==> config.mk <==
export PLATFORM = sky130hd
export DESIGN_NAME = image_stream_axis_packer
export DESIGN_NICKNAME = d
export VERILOG_FILES = /design/src/rtl/image_stream_axis_packer.sv
export SDC_FILE = /design/constraint.sdc
export NUM_CORES = 1
export LEC_CHECK = 0
export ABC_AREA = 1
export BUFFER_PORTS_ARGS = -buffer_cell sky130_fd_sc_hd__buf_4
export CAP_MARGIN = 10
export CELL_PAD_IN_SITES_DETAIL_PLACEMENT = 0
export CELL_PAD_IN_SITES_GLOBAL_PLACEMENT = 1
export CORE_UTILIZATION = 56
export CTS_BUF_LIST = sky130_fd_sc_hd__clkbuf_4
export DETAILED_ROUTE_END_ITERATION = 8
export GPL_ROUTABILITY_DRIVEN = 0
export GPL_TIMING_DRIVEN = 0
export PLACE_DENSITY_LB_ADDON = 0.3
export SYNTH_ARGS = -nofsm -noshare
export SYNTH_HDL_FRONTEND = slang
export SYNTH_SLANG_ARGS = --single-unit
==> constraint.sdc <==
create_clock -name clk -period 5.4 [get_ports clk]
set_input_delay 1.08 -clock clk [delete_from_list [all_inputs] [get_ports clk]]
set_output_delay 1.08 -clock clk [all_outputs]
set_load 0.01 [all_outputs]
==> src/rtl/image_stream_axis_packer.sv <==
// Tags filter pixels with SOF/EOL from frame geometry and buffers them
// in a FWFT FIFO that drives an AXI4-Stream video master.
module image_stream_axis_packer #(
  parameter int FIFO_DEPTH = 16,
  parameter int DATA_W     = 24
) (
  input  logic                          clk,
  input  logic                          reset_n,
  input  logic [10:0]                   img_width,
  input  logic [9:0]                    img_height,
  input  logic                          frame_start_i,
  input  logic                          valid_i,
  input  logic [DATA_W-1:0]             img_data_i,
  output logic [DATA_W-1:0]             m_axis_tdata,
  output logic                          m_axis_tvalid,
  input  logic                          m_axis_tready,
  output logic                          m_axis_tuser,
  output logic                          m_axis_tlast,
  output logic [$clog2(FIFO_DEPTH):0]   level_o,
  output logic                          overflow_o
);

  localparam int AW = $clog2(FIFO_DEPTH);
  localparam int LW = AW + 1;
  localparam int EW = DATA_W + 2;

  logic [10:0]   x_cnt, cur_x, x_nxt;
  logic [9:0]    y_cnt, cur_y, y_nxt;
  logic          sof, eol;
  logic [AW-1:0] wr_ptr, rd_ptr;
  logic          push, pop, full;
  logic [EW-1:0] mem [FIFO_DEPTH];
  logic [EW-1:0] head;

  // frame_start_i overrides the counters for this cycle's tagging
  always_comb begin
    cur_x = frame_start_i ? 11'd0 : x_cnt;
    cur_y = frame_start_i ? 10'd0 : y_cnt;
    sof   = (cur_x == 11'd0) && (cur_y == 10'd0);
    eol   = (cur_x == img_width - 11'd1);
    x_nxt = cur_x;
    y_nxt = cur_y;
    if (valid_i) begin
      if (eol) begin
        x_nxt = 11'd0;
        y_nxt = (cur_y == img_height - 10'd1) ? 10'd0 : cur_y + 10'd1;
      end else begin
        x_nxt = cur_x + 11'd1;
      end
    end
  end

  always_ff @(posedge clk or negedge reset_n) begin
    if (!reset_n) begin
      x_cnt <= '0;
      y_cnt <= '0;
    end else begin
      x_cnt <= x_nxt;
      y_cnt <= y_nxt;
    end
  end

  assign full          = (level_o == LW'(FIFO_DEPTH));
  assign m_axis_tvalid = (level_o != '0);
  assign pop           = m_axis_tvalid && m_axis_tready;
  assign push          = valid_i && (!full || pop);

  always_ff @(posedge clk) begin
    if (push) mem[wr_ptr] <= {sof, eol, img_data_i};
  end

  always_ff @(posedge clk or negedge reset_n) begin
    if (!reset_n) begin
      wr_ptr     <= '0;
      rd_ptr     <= '0;
      level_o    <= '0;
      overflow_o <= 1'b0;
    end else begin
      if (push) wr_ptr <= wr_ptr + AW'(1);
      if (pop)  rd_ptr <= rd_ptr + AW'(1);
      unique case ({push, pop})
        2'b10:   level_o <= level_o + LW'(1);
        2'b01:   level_o <= level_o - LW'(1);
        default: level_o <= level_o;
      endcase
      if (valid_i && !push) overflow_o <= 1'b1;
    end
  end

  // Gate the head so outputs read 0 whenever the FIFO is empty
  assign head         = mem[rd_ptr];
  assign m_axis_tdata = m_axis_tvalid ? head[DATA_W-1:0] : '0;
  assign m_axis_tuser = m_axis_tvalid & head[DATA_W+1];
  assign m_axis_tlast = m_axis_tvalid & head[DATA_W];

endmodule

==> results of run 1 <==
-- cells by family (layout without fill, tap and decap cells) --
group,count (synthesis),count (layout),share of synthesized area
DFF,451,451,0.693
buffers and inverters,192,489,0.0398
AOI/OAI and AO/OA,375,375,0.115
xor gates and xnor gates,17,17,0.00772
other,0,1,0
and+or+nand+nor,618,618,0.134
muxes,1,1,0.000584
adders and majority gates,15,15,0.0101
-- metrics by stage --
step                instance area [um2]  worst slack [ns]  total power [uW]
global route                      22400             0.254             12000
finish                            22400             0.433             11500
detailed placement                21000              1.45              8610
floorplan                         19300              2.09              6610
CTS                               22400             0.523             11400
global placement                  20400             0.425              8400
-- sequential cells by signal, indices dropped and copies added, names as in the netlist --
signal,cells
level_o,5
mem,416
overflow_o,1
rd_ptr,4
wr_ptr,4
x_cnt,11
y_cnt,10
-- metal layers --
metal	global-route usage	part of all wire	vias up
met4	0.151	0.036	0
met1	0.430	0.38	6943
met2	0.517	0.47	963
met3	0.0663	0.12	154
li1	-	-	6509
met5	0	0	-
-- Yosys cell counts, types with 2 or more instances --
cell                       number  area (um2)
sky130_fd_sc_hd__edfxtp_1     416       12500
sky130_fd_sc_hd__nor2_1       301        1130
sky130_fd_sc_hd__o21ai_0      234        1170
sky130_fd_sc_hd__nand2_1      177         664
sky130_fd_sc_hd__inv_1         95         357
sky130_fd_sc_hd__nand3_1       91         455
sky130_fd_sc_hd__o221ai_1      76         666
sky130_fd_sc_hd__clkbuf_1      71         267
sky130_fd_sc_hd__dfrtp_1       35         876
sky130_fd_sc_hd__a21oi_1       30         150
sky130_fd_sc_hd__o22ai_1       28         175
sky130_fd_sc_hd__buf_2         16        80.1
sky130_fd_sc_hd__nand4_1       16         100
sky130_fd_sc_hd__xor2_1        16         140
sky130_fd_sc_hd__ha_1          14         175
sky130_fd_sc_hd__nor3_1        11        55.1
sky130_fd_sc_hd__nand2_2        6        37.5
sky130_fd_sc_hd__nor2_2         6        37.5
sky130_fd_sc_hd__buf_1          3        11.3
sky130_fd_sc_hd__inv_2          3        11.3
sky130_fd_sc_hd__nand2_4        3        33.8
sky130_fd_sc_hd__o21ai_1        3        15.0
sky130_fd_sc_hd__buf_4          2        15.0
sky130_fd_sc_hd__or2_2          2        12.5
-- final cells by class --
type	count	area (um2)	share of cell area
diodes	1	2.50	0.000112
plain buffers	94	399	0.0178
clock buffers	154	1160	0.0516
clock inverters	45	263	0.0117
inverters	98	368	0.0164
multi-input cells	1026	5270	0.235
flip-flops and latches	451	13400	0.597
well taps	448	561	0.0250
repair buffers	98	1000	0.0448
-- critical path, delay by kind of cell, from the launching register on --
kind / cells / cell delay (ns)
AO/OA/AOI/OAI: 3 / 0.78
buffers and inverters: 4 / 1.53
flip-flops: 1 / 0.56
AND/OR/NAND/NOR: 1 / 0.20
-- power by group through the flow --
stage / registers [uW] / clock network [uW] / logic, uW
global placement: 4400 / 0 / 3990
global route: 4340 / 3040 / 4600
CTS: 4310 / 2860 / 4240
finish: 4320 / 2850 / 4310
floorplan: 4370 / 0 / 2250
detailed placement: 4390 / 0 / 4220
-- how the worst max path moves through the flow --
stage | startpoint | end
floorplan | valid_i | mem[11][0]
global placement | valid_i | mem[0][13]
detailed placement | rd_ptr[1] | m_axis_tdata[16]
CTS | rd_ptr[1] | m_axis_tdata[1]
global route | rd_ptr[1] | m_axis_tdata[1]
finish | rd_ptr[1] | m_axis_tdata[1]
==> metrics.csv, run 1 <==
stage,metric,value,unit
logic_synthesis,cell count after synthesis,1669,
flow_run,number of max-cap violations,0,
worst_setup_path,maximum net fanout on the critical path,10,
route,average wire length per cell after detail routing,23.3,um
worst_setup_path,startpoint types,flip-flop,
worst_setup_path,critical path data required time,4.32,ns
worst_setup_path,critical path start-end classification,flip-flop to output pin,
sta,Slew @ Worst Pin,0.926,ns
worst_setup_path,CP max stage cell,sky130_fd_sc_hd__clkbuf_1,
power_and_ir_drop,Flop pwr share,0.376,
placement,Detail Placement HPWL,36500,um
hold_path,min-delay worst type,input pin to async pin,
logic_synthesis,post-synth cell types,38,
sta,final slew viol count,0,
logic_synthesis,Synth Net Count,1734,
logic_synthesis,post-synthesis instance area,19300,um2
clock_network,number of CTS-inserted buffers,110,
placement,placed cell count,2215,
layout,ratio of cells with drive above 1 in the final layout,0.169,
grt,via count of the first global-routing pass,14128,
worst_setup_path,worst reg-to-reg path cell count,13,
floorplanning,Die X-Extent,188,um
route,post-route DRC violation count,0,
floorplanning,Die Height,188,um
clock_network,number of buffers on the longest clock path,3,
power_and_ir_drop,leakage component of the power,0.00820,uW
worst_setup_path,most frequent cell on the critical path,sky130_fd_sc_hd__clkbuf_1,
power_and_ir_drop,fraction of power consumed by the clock network,0.248,
floorplanning,effective utilization at floorplan,0.572,
floorplanning,num rows,67,
layout,post-layout util,0.664,
clock_network,deepest level of the CTS H-tree,3,
floorplanning,core area,33700,um2
sta,timing-limited maximum frequency,201,MHz
power_and_ir_drop,reported net switching power,4540,uW
grt,wire length of the first global-routing pass,83700,um
power_and_ir_drop,internal power of the cells,6950,uW
clock_network,CTS sink cnt,451,
power_and_ir_drop,total power density per cell area,513,nW/um2
power_and_ir_drop,share of total power consumed by net switching,0.395,
layout,count of fill cells added during filler insertion,2577,
logic_synthesis,fraction of registers with async set/reset,0.0776,
logic_synthesis,number of enable-type register cells in the synthesized netlist,416,
sta,hold_ws,0.234,ns
clock_network,clock tree from TritonCTS,done,
route,first-pass detailed-route iteration total,5,
sta,final number of setup-violating endpoints,0,
worst_setup_path,critical-path cell list,inv_1 -> clkbuf_1 -> clkbuf_1 -> o21ai_0 -> o221ai_1 -> nand3_1 -> a21oi_1 -> buf_4,
clock_network,count of cells resized by post-cts repair,0,
grt,aggregate global routing overflow,0,
sta,unrepaired setup endpoints after global routing,no,
placement,buffers added on ports,81,
clock_network,insertion delay to the later sink of the worst-skew pair,0.83,ns
worst_setup_path,register-to-register setup slack,2.63,ns
layout,Nets,1944,
route,Routed Antenna Nets,0,
floorplanning,number of top-level pins,83,
logic_synthesis,synthesized area per cell,11.6,um2
logic_synthesis,register area share after synthesis,0.693,
sta,headroom to the max-slew limit,0.383,
power_and_ir_drop,combinational group share of total power,0.376,
power_and_ir_drop,peak supply drop,0.000320,V
sta,post-route minimum period,4.97,ns
layout,Post-Layout Cell Count,2415,
worst_setup_path,start of the worst register-to-register path,level_o[0],
logic_synthesis,count of synthesis-stage warnings from yosys,0,
run_status,outcome,"complete, no violations",
sta,share of the clock period used by the worst path,0.920,
worst_setup_path,longest individual stage delay on the worst path,0.58,ns
grt,maximum number of pins on one net before global-route repair,36,
route,routed vias/inst,6.03,
logic_synthesis,primary flip-flop cell chosen by synthesis mapping,sky130_fd_sc_hd__edfxtp_1,
sta,Final Hold Viols,0,
clock_network,cell at the root of the clock tree,sky130_fd_sc_hd__clkbuf_4,
clock_network,Clock Pin Slew Worst Setup and Hold Paths,0.07,ns
worst_setup_path,type of element capturing the critical path,output pin,
route,WL final,56300,um
clock_network,post-CTS setup buffer count,0,
logic_synthesis,number of synthesized register bits,451,
grt,initial antenna violation count,1,
layout,synth-to-layout area growth,16.1,%
worst_setup_path,end of the worst register-to-register path,level_o[4],
worst_setup_path,endpoint arrival time on the critical path,3.89,ns
route,detailed-route via count,14569,
layout,most frequent cells in the layout,"416 x sky130_fd_sc_hd__edfxtp_1, 285 x sky130_fd_sc_hd__nor2_1, 234 x sky130_fd_sc_hd__o21ai_0, 177 x sky130_fd_sc_hd__nand2_1, 154 x sky130_fd_sc_hd__clkbuf_4",
sta,clk_skew,0.0571,ns
route,iteration-0 DRC count of the detailed router,1572,
floorplanning,Total Die Area,35200,um2
layout,"leading cell type in the layout, fill and taps excluded",sky130_fd_sc_hd__edfxtp_1,
grt,All-Layer GR Usage,0.324,
clock_network,hold buffer count at cts,0,
sta,final-layout setup total negative slack,0,ns
Note: power is estimated with default switching activity, not from simulation.
==> run 2: changes to the inputs <==
--- a/config.mk
+++ b/config.mk
@@ -8,9 +8,7 @@
 export ABC_AREA = 1
 export BUFFER_PORTS_ARGS = -buffer_cell sky130_fd_sc_hd__buf_4
 export CAP_MARGIN = 10
-export CELL_PAD_IN_SITES_DETAIL_PLACEMENT = 0
-export CELL_PAD_IN_SITES_GLOBAL_PLACEMENT = 1
-export CORE_UTILIZATION = 56
+export CORE_UTILIZATION = 65
 export CTS_BUF_LIST = sky130_fd_sc_hd__clkbuf_4
 export DETAILED_ROUTE_END_ITERATION = 8
 export GPL_ROUTABILITY_DRIVEN = 0
==> run 2 against run 1 <==
Against the previous run:
- setup slack better by 0.085 ns
- cell area is 1.2% lower
- critical path type unchanged
- via count is 3.2% higher
- clock skew is 0.011 ns higher
- flip-flop and latch count stayed put
- die area is 14% lower
- count of clock-buffer cells in the layout is 2 higher
- critical path depth stayed put
- register-to-register slack hardly changed
==> metrics.csv, run 2 (same netlist as run 1, synthesis figures left out) <==
stage,metric,value,unit,change
power_and_ir_drop,peak supply drop,0.000276,V,-14%
worst_setup_path,startpoint types,flip-flop,,
layout,most frequent cells in the layout,"416 x sky130_fd_sc_hd__edfxtp_1, 285 x sky130_fd_sc_hd__nor2_1, 234 x sky130_fd_sc_hd__o21ai_0, 177 x sky130_fd_sc_hd__nand2_1, 156 x sky130_fd_sc_hd__clkbuf_4",,
clock_network,CTS sink cnt,451,,unchanged
route,wl on met1,18400,um,-13%
worst_setup_path,longest individual stage delay on the worst path,0.58,ns,about the same
floorplanning,effective utilization at floorplan,0.666,,+0.0942
sta,final slew viol count,0,,unchanged
worst_setup_path,most frequent cell on the critical path,sky130_fd_sc_hd__clkbuf_1,,
floorplanning,core area,28900,um2,-14%
power_and_ir_drop,combinational group share of total power,0.380,,+0.004
route,WL final,55200,um,-2.1%
route,detailed-route via count,15033,,+3.2%
worst_setup_path,last element of the critical path,m_axis_tdata[1],,
worst_setup_path,critical path start-end classification,flip-flop to output pin,,
layout,register containing the most flip-flops in the final layout,mem,,
grt,via count of the first global-routing pass,14762,,+4.5%
sta,hold_ws,0.259,ns,+0.0259 ns
worst_setup_path,Critical Path Source,rd_ptr[1],,
grt,aggregate global routing overflow,0,,unchanged
worst_setup_path,type of element capturing the critical path,output pin,,
layout,ratio of cells with drive above 1 in the final layout,0.164,,-0.00536
clock_network,cell at the root of the clock tree,sky130_fd_sc_hd__clkbuf_4,,
worst_setup_path,Top Family by Delay on Critical Path,buffers and inverters,,
floorplanning,Total Die Area,30300,um2,-14%
worst_setup_path,endpoint arrival time on the critical path,3.80,ns,-0.09 ns
sta,final-layout setup total negative slack,0,ns,unchanged
power_and_ir_drop,total power density per cell area,514,nW/um2,+0.16%
worst_setup_path,end of the worst register-to-register path,mem[13][25],,
sta,Slew @ Worst Pin,1.09,ns,+0.165 ns
layout,"leading cell type in the layout, fill and taps excluded",sky130_fd_sc_hd__edfxtp_1,,
worst_setup_path,critical path data required time,4.32,ns,about the same
worst_setup_path,CP bufs+invs,4,,unchanged
flow_run,number of max-cap violations,0,,unchanged
placement,buffers added on ports,81,,unchanged
hold_path,min-delay worst type,input pin to async pin,,
route,met2 wirelength from detailed routing,25800,um,-3.1%
worst_setup_path,start of the worst register-to-register path,level_o[0],,
layout,max FFs per register,416,,unchanged
clock_network,clock tree from TritonCTS,done,,
worst_setup_path,critical-path cell list,inv_1 -> clkbuf_1 -> clkbuf_1 -> o21ai_0 -> o221ai_1 -> nand3_1 -> a21oi_1 -> buf_4,,
route,highest signal layer in the routed design,met4,,
clock_network,Clock Pin Slew Worst Setup and Hold Paths,0.07,ns,about the same
sta,post-route minimum period,4.88,ns,-0.0854 ns
clock_network,post-CTS setup buffer count,0,,unchanged
grt,maximum number of pins on one net before global-route repair,36,,unchanged
grt,All-Layer GR Usage,0.368,,+0.0441
sta,clk_skew,0.0680,ns,+0.0109 ns
clock_network,hold buffer count at cts,0,,unchanged
run_status,outcome,"complete, no violations",,
layout,synth-to-layout area growth,14.8,%,
route,iteration-0 DRC count of the detailed router,2205,,+40%
route,post-route DRC violation count,0,,unchanged
worst_setup_path,Levels on crit path,8,,unchanged
layout,Nets,1936,,-0.41%
grt,wire length of the first global-routing pass,82400,um,-1.5%
route,routed vias/inst,6.44,,+6.7%
grt,initial antenna violation count,1,,unchanged
floorplanning,num rows,62,,-7.5%
power_and_ir_drop,share of total power consumed by net switching,0.399,,+0.00359
clock_network,number of buffers on the longest clock path,3,,unchanged
power_and_ir_drop,Flop pwr share,0.381,,+0.005
clock_network,count of cells resized by post-cts repair,0,,unchanged
route,average wire length per cell after detail routing,23.6,um,+1.2%
sta,unrepaired setup endpoints after global routing,no,,
worst_setup_path,register-to-register setup slack,2.64,ns,about the same
layout,biggest registers after layout,"mem (416), x_cnt (11), y_cnt (10)",,
sta,Final Hold Viols,0,,unchanged
worst_setup_path,CP max stage cell,sky130_fd_sc_hd__dfrtp_1,,
worst_setup_path,worst reg-to-reg path cell count,6,,-7
sta,share of the clock period used by the worst path,0.904,,-0.0158
route,Routed Antenna Nets,0,,unchanged
floorplanning,Die X-Extent,174,um,-7.1%
power_and_ir_drop,leakage component of the power,0.00810,uW,-1.2%
power_and_ir_drop,reported net switching power,4530,uW,-0.10%
placement,Detail Placement HPWL,35200,um,-3.4%
sta,headroom to the max-slew limit,0.271,,-0.112
sta,final number of setup-violating endpoints,0,,unchanged
sta,timing-limited maximum frequency,205,MHz,+1.7%
clock_network,insertion delay to the later sink of the worst-skew pair,0.79,ns,-0.04 ns
clock_network,number of CTS-inserted buffers,107,,-2.7%
route,total length of routed met3 wires,8020,um,+23%
floorplanning,Die Height,174,um,-7.1%
layout,post-layout util,0.765,,+0.100
clock_network,deepest level of the CTS H-tree,3,,unchanged
power_and_ir_drop,internal power of the cells,6840,uW,-1.6%
floorplanning,number of top-level pins,83,,unchanged
power_and_ir_drop,total power,11400,uW,-1.0%
worst_setup_path,maximum net fanout on the critical path,10,,unchanged
power_and_ir_drop,fraction of power consumed by the clock network,0.239,,-0.009
route,first-pass detailed-route iteration total,6,,+1
[run 2: changes by cell type in the layout (fill, tap and decap cells not counted), sizes merged]
cell,change
buf,-5
bufinv,-2
clkbuf,+2
clkinv,-8
inv,-2
[run 2: worst min-delay path by stage]
stage                    start          to  slack (ns)  cells past startpoint
finish                 reset_n  level_o[0]        0.26                      1
global route           reset_n  level_o[0]        0.26                      1
CTS                    reset_n  level_o[0]        0.24                      1
detailed placement  overflow_o  overflow_o        0.46                      1
global placement    overflow_o  overflow_o        0.44                      1
floorplan           overflow_o  overflow_o        0.49                      1
[run 2: area by class of cell]
cell class                 count  area (um2)
clock inverter                33         175
clock buffer                 156        1170
timing repair buffer          93         896
inverter                      98         368
multi-input combinational   1026        5270
fill                        1788        6810
tap                          384         480
antenna                        1        2.50
sequential                   451       13400
buffer                        94         399
[run 2: per-layer routing]
layer	GRT usage	up-vias
met1	0.465	6960
met5	0	-
met3	0.0962	260
met4	0.211	0
li1	-	6507
met2	0.581	1306
[run 2: power groups by stage]
stage / Combinational, uW / Clock (uW) / Sequential, uW
after global placement: 3850 / 0 / 4400
after detailed placement: 4130 / 0 / 4390
final: 4320 / 2720 / 4330
after floorplan: 2250 / 0 / 4370
after CTS: 4160 / 2710 / 4320
after global routing: 4540 / 2890 / 4350
[run 2: through the flow]
step / instance area [um2] / instances / setup WS, ns
finish: 22100 / 2336 / 0.519
global route: 22100 / 2336 / 0.488
CTS: 22100 / 2335 / 0.742
global placement: 20400 / 2134 / 0.589
floorplan: 19300 / 1669 / 2.09
detailed placement: 20800 / 2146 / 1.53
